--- src/rtl/alu_pipe.sv ---
// alu_pipe: valid/ready ALU with registered result and flags, plus a
// WIDTH-cycle shift-add multiplier sequenced by a two-state FSM.

// Assertion checker for the output handshake and the busy phase.
module alu_pipe_chk #(
  parameter int WIDTH = 8
) (
  input logic             clk,
  input logic             rst,
  input logic             busy,
  input logic             in_ready,
  input logic             out_valid,
  input logic             out_ready,
  input logic [WIDTH-1:0] result,
  input logic             flag_z,
  input logic             flag_n,
  input logic             flag_c,
  input logic             flag_v,
  input logic             err
);

  hold_a: assert property (@(posedge clk) disable iff (rst)
    (out_valid && !out_ready) |=> (out_valid && $stable(result) && $stable(err)));

  busy_a: assert property (@(posedge clk) disable iff (rst)
    busy |-> (!in_ready && !out_valid));

  err_a: assert property (@(posedge clk) disable iff (rst)
    err |-> ((result == {WIDTH{1'b0}}) && flag_z && !flag_n && !flag_c && !flag_v));

endmodule

module alu_pipe #(
  parameter int WIDTH = 8
) (
  input  logic             clk,
  input  logic             rst,
  input  logic             in_valid,
  output logic             in_ready,
  input  logic [WIDTH-1:0] a,
  input  logic [WIDTH-1:0] b,
  input  logic [3:0]       op,
  output logic             out_valid,
  input  logic             out_ready,
  output logic [WIDTH-1:0] result,
  output logic             flag_z,
  output logic             flag_n,
  output logic             flag_c,
  output logic             flag_v,
  output logic             err
);

  localparam int SHW = $clog2(WIDTH);
  localparam logic [SHW-1:0] LAST_ITER = SHW'(WIDTH - 1);

  localparam logic [3:0] OP_ADD  = 4'd0;
  localparam logic [3:0] OP_SUB  = 4'd1;
  localparam logic [3:0] OP_AND  = 4'd2;
  localparam logic [3:0] OP_OR   = 4'd3;
  localparam logic [3:0] OP_XOR  = 4'd4;
  localparam logic [3:0] OP_SHL  = 4'd5;
  localparam logic [3:0] OP_SHR  = 4'd6;
  localparam logic [3:0] OP_NOT  = 4'd7;
  localparam logic [3:0] OP_SRA  = 4'd8;
  localparam logic [3:0] OP_SLT  = 4'd9;
  localparam logic [3:0] OP_SLTU = 4'd10;
  localparam logic [3:0] OP_MUL  = 4'd11;

  typedef enum logic {IDLE = 1'b0, BUSY = 1'b1} state_t;

  state_t             state_r;
  state_t             state_nxt_s;
  logic               accept_s;
  logic               mul_start_s;
  logic               alu_load_s;
  logic               mul_done_s;
  logic [WIDTH:0]     sum_s;
  logic [WIDTH:0]     diff_s;
  logic [WIDTH-1:0]   alu_res_s;
  logic               alu_c_s;
  logic               alu_v_s;
  logic               alu_err_s;
  logic [2*WIDTH-1:0] mcand_r;
  logic [2*WIDTH-1:0] acc_r;
  logic [2*WIDTH-1:0] prod_s;
  logic [WIDTH-1:0]   mplier_r;
  logic [SHW-1:0]     cnt_r;
  logic [WIDTH-1:0]   result_r;
  logic               out_valid_r;
  logic               z_r;
  logic               n_r;
  logic               c_r;
  logic               v_r;
  logic               err_r;

  assign in_ready    = (state_r == IDLE) && (!out_valid_r || out_ready);
  assign accept_s    = in_valid && in_ready;
  assign mul_start_s = accept_s && (op == OP_MUL);
  assign alu_load_s  = accept_s && (op != OP_MUL);
  assign mul_done_s  = (state_r == BUSY) && (cnt_r == LAST_ITER);

  assign sum_s  = {1'b0, a} + {1'b0, b};
  assign diff_s = {1'b0, a} - {1'b0, b};
  // Accumulator value after folding in the current multiplier bit.
  assign prod_s = acc_r + (mplier_r[0] ? mcand_r : {(2*WIDTH){1'b0}});

  assign out_valid = out_valid_r;
  assign result    = result_r;
  assign flag_z    = z_r;
  assign flag_n    = n_r;
  assign flag_c    = c_r;
  assign flag_v    = v_r;
  assign err       = err_r;

  // Single-cycle operation datapath and carry/overflow generation.
  always_comb begin
    alu_res_s = {WIDTH{1'b0}};
    alu_c_s   = 1'b0;
    alu_v_s   = 1'b0;
    alu_err_s = 1'b0;
    case (op)
      OP_ADD: begin
        alu_res_s = sum_s[WIDTH-1:0];
        alu_c_s   = sum_s[WIDTH];
        alu_v_s   = (a[WIDTH-1] == b[WIDTH-1]) && (sum_s[WIDTH-1] != a[WIDTH-1]);
      end
      OP_SUB: begin
        alu_res_s = diff_s[WIDTH-1:0];
        alu_c_s   = diff_s[WIDTH];
        alu_v_s   = (a[WIDTH-1] != b[WIDTH-1]) && (diff_s[WIDTH-1] != a[WIDTH-1]);
      end
      OP_AND:  alu_res_s = a & b;
      OP_OR:   alu_res_s = a | b;
      OP_XOR:  alu_res_s = a ^ b;
      OP_SHL:  alu_res_s = a << b[SHW-1:0];
      OP_SHR:  alu_res_s = a >> b[SHW-1:0];
      OP_NOT:  alu_res_s = ~a;
      OP_SRA:  alu_res_s = $signed(a) >>> b[SHW-1:0];
      OP_SLT:  alu_res_s = {{(WIDTH-1){1'b0}}, ($signed(a) < $signed(b))};
      OP_SLTU: alu_res_s = {{(WIDTH-1){1'b0}}, (a < b)};
      OP_MUL:  alu_res_s = {WIDTH{1'b0}};
      default: alu_err_s = 1'b1;
    endcase
  end

  // Multiplier sequencing: IDLE accepts, BUSY runs WIDTH iterations.
  always_comb begin
    state_nxt_s = state_r;
    case (state_r)
      IDLE: begin
        if (mul_start_s) state_nxt_s = BUSY;
        else             state_nxt_s = IDLE;
      end
      BUSY: begin
        if (mul_done_s) state_nxt_s = IDLE;
        else            state_nxt_s = BUSY;
      end
      default: state_nxt_s = IDLE;
    endcase
  end

  // FSM state register.
  always_ff @(posedge clk) begin
    if (rst) state_r <= IDLE;
    else     state_r <= state_nxt_s;
  end

  // Shift-add multiplier registers; operands latched at acceptance.
  always_ff @(posedge clk) begin
    if (rst) begin
      mcand_r  <= {(2*WIDTH){1'b0}};
      acc_r    <= {(2*WIDTH){1'b0}};
      mplier_r <= {WIDTH{1'b0}};
      cnt_r    <= {SHW{1'b0}};
    end else if (mul_start_s) begin
      mcand_r  <= {{WIDTH{1'b0}}, a};
      acc_r    <= {(2*WIDTH){1'b0}};
      mplier_r <= b;
      cnt_r    <= {SHW{1'b0}};
    end else if (state_r == BUSY) begin
      acc_r    <= prod_s;
      mcand_r  <= {mcand_r[2*WIDTH-2:0], 1'b0};
      mplier_r <= {1'b0, mplier_r[WIDTH-1:1]};
      cnt_r    <= cnt_r + SHW'(1);
    end else begin
      cnt_r    <= cnt_r;
    end
  end

  // Output register: load on single-cycle accept or MUL completion, clear on drain.
  always_ff @(posedge clk) begin
    if (rst) begin
      out_valid_r <= 1'b0;
      result_r    <= {WIDTH{1'b0}};
      z_r         <= 1'b0;
      n_r         <= 1'b0;
      c_r         <= 1'b0;
      v_r         <= 1'b0;
      err_r       <= 1'b0;
    end else if (alu_load_s) begin
      out_valid_r <= 1'b1;
      result_r    <= alu_res_s;
      z_r         <= (alu_res_s == {WIDTH{1'b0}});
      n_r         <= alu_res_s[WIDTH-1];
      c_r         <= alu_c_s;
      v_r         <= alu_v_s;
      err_r       <= alu_err_s;
    end else if (mul_done_s) begin
      out_valid_r <= 1'b1;
      result_r    <= prod_s[WIDTH-1:0];
      z_r         <= (prod_s[WIDTH-1:0] == {WIDTH{1'b0}});
      n_r         <= prod_s[WIDTH-1];
      c_r         <= |prod_s[2*WIDTH-1:WIDTH];
      v_r         <= 1'b0;
      err_r       <= 1'b0;
    end else if (out_valid_r && out_ready) begin
      out_valid_r <= 1'b0;
    end else begin
      out_valid_r <= out_valid_r;
    end
  end

  alu_pipe_chk #(.WIDTH(WIDTH)) u_chk (
    .clk       (clk),
    .rst       (rst),
    .busy      (state_r == BUSY),
    .in_ready  (in_ready),
    .out_valid (out_valid_r),
    .out_ready (out_ready),
    .result    (result_r),
    .flag_z    (z_r),
    .flag_n    (n_r),
    .flag_c    (c_r),
    .flag_v    (v_r),
    .err       (err_r)
  );

endmodule

--- config.mk ---
export PLATFORM = sky130hd
export DESIGN_NAME = alu_pipe
export DESIGN_NICKNAME = d
export VERILOG_FILES = /design/src/rtl/alu_pipe.sv
export SDC_FILE = /design/constraint.sdc
export NUM_CORES = 1
export LEC_CHECK = 0
export ABC_AREA = 1
export CAP_MARGIN = 10
export CORE_ASPECT_RATIO = 0.5
export CORE_MARGIN = 8
export CORE_UTILIZATION = 60
export CTS_CLUSTER_SIZE = 24
export DETAILED_ROUTE_END_ITERATION = 12
export PLACE_DENSITY = 0.86
export SLEW_MARGIN = 15
export SYNTH_ARGS = -nofsm -noshare
export SYNTH_HDL_FRONTEND = slang
export SYNTH_HIERARCHICAL = 1
export SYNTH_SLANG_ARGS = --single-unit
--- constraint.sdc ---
create_clock -name clk -period 3.5 [get_ports clk]
set_input_delay 0.35 -clock clk [delete_from_list [all_inputs] [get_ports clk]]
set_output_delay 0.35 -clock clk [all_outputs]
set_load 0.02 [all_outputs]
==> results.sh <==
export IMPL_cp_slowest_stage_delay_ns=0.77
export IMPL_arrival_ns=2.98
export IMPL_path_clk_slew_ns=0.05
export IMPL_synth_top_area_share=0.2211
export IMPL_power_per_cell_area_nw_per_um2=345.8
export IMPL_routedWlPerCell_um=15.65
export IMPL_grt_pass1_vias=5604
export IMPL_crit_required_ns=3.76
export IMPL_synth_seq_cells=57
export IMPL_drtPass1Iterations=5
export IMPL_hpwlAfterDp_um=12170
export IMPL_final_util=0.7038
export IMPL_cts_setup_buffers=0
export IMPL_synth_top_family_by_area="simple AND/OR/NAND/NOR gates"
export IMPL_critPathBufInv=2
export IMPL_synth_compound_area_frac=0.1387
export IMPL_clk_latency_ns=0.33
export IMPL_die_x_um=147.2
export IMPL_htreeDepth=3
export IMPL_totalPowerFinal_mw=2.076
export IMPL_clock_sinks=57
export IMPL_p_leak_nw=3.018
export IMPL_synthTopCellsByArea="dfxtp_1 22%, nand2_1 21%, ha_1 10%"
export IMPL_ctsHoldBuffers=0
export IMPL_yosys_area_share_adder=0.1135
export IMPL_ys_flop_type="dfxtp_1"
export IMPL_vias=5912
export IMPL_reg2regPathDepth=15
export IMPL_rows=24
export IMPL_track_usage=0.2714
export IMPL_hold_viol_final=0
export IMPL_drc=0
export IMPL_synthToLayoutAreaGrowth_pct=16.29
export IMPL_yosys_area_share_xor_xnor=0.01697
export IMPL_ctsResizeCount=0
export IMPL_postLayoutCellArea_um2=6002
export IMPL_holdPathStages=2
export IMPL_worst_pin_slew_ns=0.9578
export IMPL_cp_depth=13
export IMPL_placed_area_um2=5672
export IMPL_syn_area_per_cell_um2=5.899
export IMPL_min_path_type="flip-flop to flip-flop"
export IMPL_relSlewSlack=0.3591
export IMPL_drive_above_1_share=0.05895
export IMPL_status="finished, final reports clean"
export IMPL_grt_pass1_wl_um=26700
export IMPL_max_freq_ghz=0.3674
export IMPL_worstSetupStartpointType="input pin"
export IMPL_crit_type="input pin to flip-flop"
export IMPL_muxShareOfSynthArea=0
export IMPL_die_area_um2=12010
export IMPL_synth_top_area_cell="dfxtp_1"
export IMPL_final_common_cell="nand2_1"
export IMPL_synthSimpleGateAreaFrac=0.4056
export IMPL_coreArea_um2=8528
export IMPL_crit_path_max_fanout=12
export IMPL_grt_max_degree=50
export IMPL_fin_nets=980
export IMPL_globalplace_congestion=1.027
export IMPL_nFillCells=768
export IMPL_worstSetupEndpointType="flip-flop"
export IMPL_finalCritPeriodShare=0.7777
export IMPL_final_cell_mix="287 x nand2_1, 102 x inv_1, 91 x nor2_1"
export IMPL_diodes=0
export IMPL_slowest_stage="clkdlybuf4s50_1"
export IMPL_io_buffers=38
export IMPL_numCtsBuffers=9
export IMPL_ys_seq_area_frac=0.2211
export IMPL_crit_family="simple AND/OR/NAND/NOR gates"
export IMPL_synth_cell_type_count=40
export IMPL_synthesis_nets=944
export IMPL_pre_cts_ws_ns=0.5406
export IMPL_setup_tns_final_ns=0
export IMPL_skew_ns=0.006656
export IMPL_async_reset_ff_frac=0
export IMPL_path_cells="clkdlybuf4s50_1 > ha_1 > inv_1 > fa_1 > nand2_1 > nand3_1 > nand3_1 > nand2_1 > nor3_1 > nand3_1 > nor2_1 > nand2_1 > a21oi_1"
export IMPL_synth_warnings=6
export IMPL_cts_root_buf="clkbuf_16"
export IMPL_vias_per_cell=5.723
export IMPL_io_pins=39
export IMPL_setup_violations=0
export IMPL_initial_core_util=0.6052
export IMPL_ir_worst_vdd_mv=0.2482
export IMPL_routed_wl_um=16160
export IMPL_antenna_found_initial=0
export IMPL_die_h_um=81.58
export IMPL_synth_edf_count=0
export IMPL_synth_cells=875
export IMPL_grt_setup_unrepaired="no"
export IMPL_finalMaxSlewViolations=0
export IMPL_drtAntennaViolNets=0
export IMPL_drtIter0Drc=754
export IMPL_clk_path_buf_depth=2
export IMPL_period_needed_ns=2.722
export IMPL_fin_ws_ns=0.7780
export IMPL_synth_area_um2=5161
export IMPL_drv_cap=0
export IMPL_cts_tree="built"
export IMPL_grt_overflow=0
==> path summary, 6_finish.rpt <==
path,startpoint,slack (ns),endpoint
worst max-delay path,b[0],0.78,flag_z$_SDFFE_PP0P_
worst min-delay path,mcand_r[15]$_SDFFE_PP0P_,0.46,mcand_r[15]$_SDFFE_PP0P_
worst max register to register,mplier_r[0]$_SDFFE_PP0P_,0.81,flag_c$_SDFFE_PP0P_
worst min register to register,mcand_r[15]$_SDFFE_PP0P_,0.46,mcand_r[15]$_SDFFE_PP0P_
==> cell families after synthesis <==
kind of cell / count (synthesis)
AO/OA/AOI/OAI: 127
adder cells (fa/ha/maj): 45
flip-flops: 57
XOR/XNOR: 10
AND/OR/NAND/NOR: 498
buffers and inverters: 138
==> tightest hold or removal path, stage by stage, from the launching register on <==
cell and delay [ns]:
dfxtp_1 0.31, nand2_1 0.06, a21oi_1 0.05
==> synthesized netlist by cell type (2+ instances only) <==
cell type	count
nor3_1	7
a31oi_1	17
buf_4	2
nand4_1	10
o21ai_1	8
a211oi_1	3
fa_1	3
inv_1	102
xnor2_1	5
o211ai_1	10
nand3_1	77
a21oi_1	52
dfxtp_1	57
buf_1	2
o21bai_1	4
xor2_1	5
nand3b_1	8
buf_2	9
nor2_4	3
nor2_2	5
nand2_2	5
o21ai_0	27
clkbuf_1	13
inv_2	8
ha_1	42
nor2_1	91
nand2_1	287
==> layer usage <==
layer | vias to the layer above | wire length, um | GRT usage
met5 | - | 0 | 0
met4 | 0 | 427 | 0.1090
met3 | 47 | 1223 | 0.04398
met2 | 284 | 7545 | 0.4800
met1 | 2694 | 6966 | 0.3319
li1 | 2887 | - | -
==> area by class of cell <==
cell class	instances	area [um^2]	share of cell area
multi-input combinational	680	3482	0.5802
sequential	57	1141	0.1901
timing repair buffer	52	485.5	0.08088
inverter	111	416.7	0.06942
clock buffer	11	252.7	0.04211
tap	117	146.4	0.02439
clock inverter	5	77.57	0.01292
==> through the flow <==
| stage | hold slack, ns | instances |
|---|---|---|
| 6_report | 0.4640 | 1033 |
| 5_1_grt | 0.4984 | 1033 |
| 4_1_cts | 0.4641 | 1033 |
| 3_5_place_dp | 0.4561 | 1017 |
| 3_3_place_gp | 0.4488 | 1017 |
| 2_1_floorplan | 0.4401 | 875 |
==> report_power, final <==
part / total, mW / internal [mW] / leakage, nW / switching, mW
sequential: 0.678 / 0.666 / 0.461 / 0.0114
combinational: 0.430 / 0.150 / 2.40 / 0.280
clock: 0.968 / 0.659 / 0.162 / 0.309
total: 2.08 / 1.48 / 3.02 / 0.601
==> state kept, by name, summed over array words and instances (netlist names), 3 cells and up <==
| register | cells |
|---|---|
| mcand_r | 16 |
| acc_r | 16 |
| mplier_r | 8 |
| cnt_r | 3 |
| result | 8 |
(Power assumes the default switching activity.)
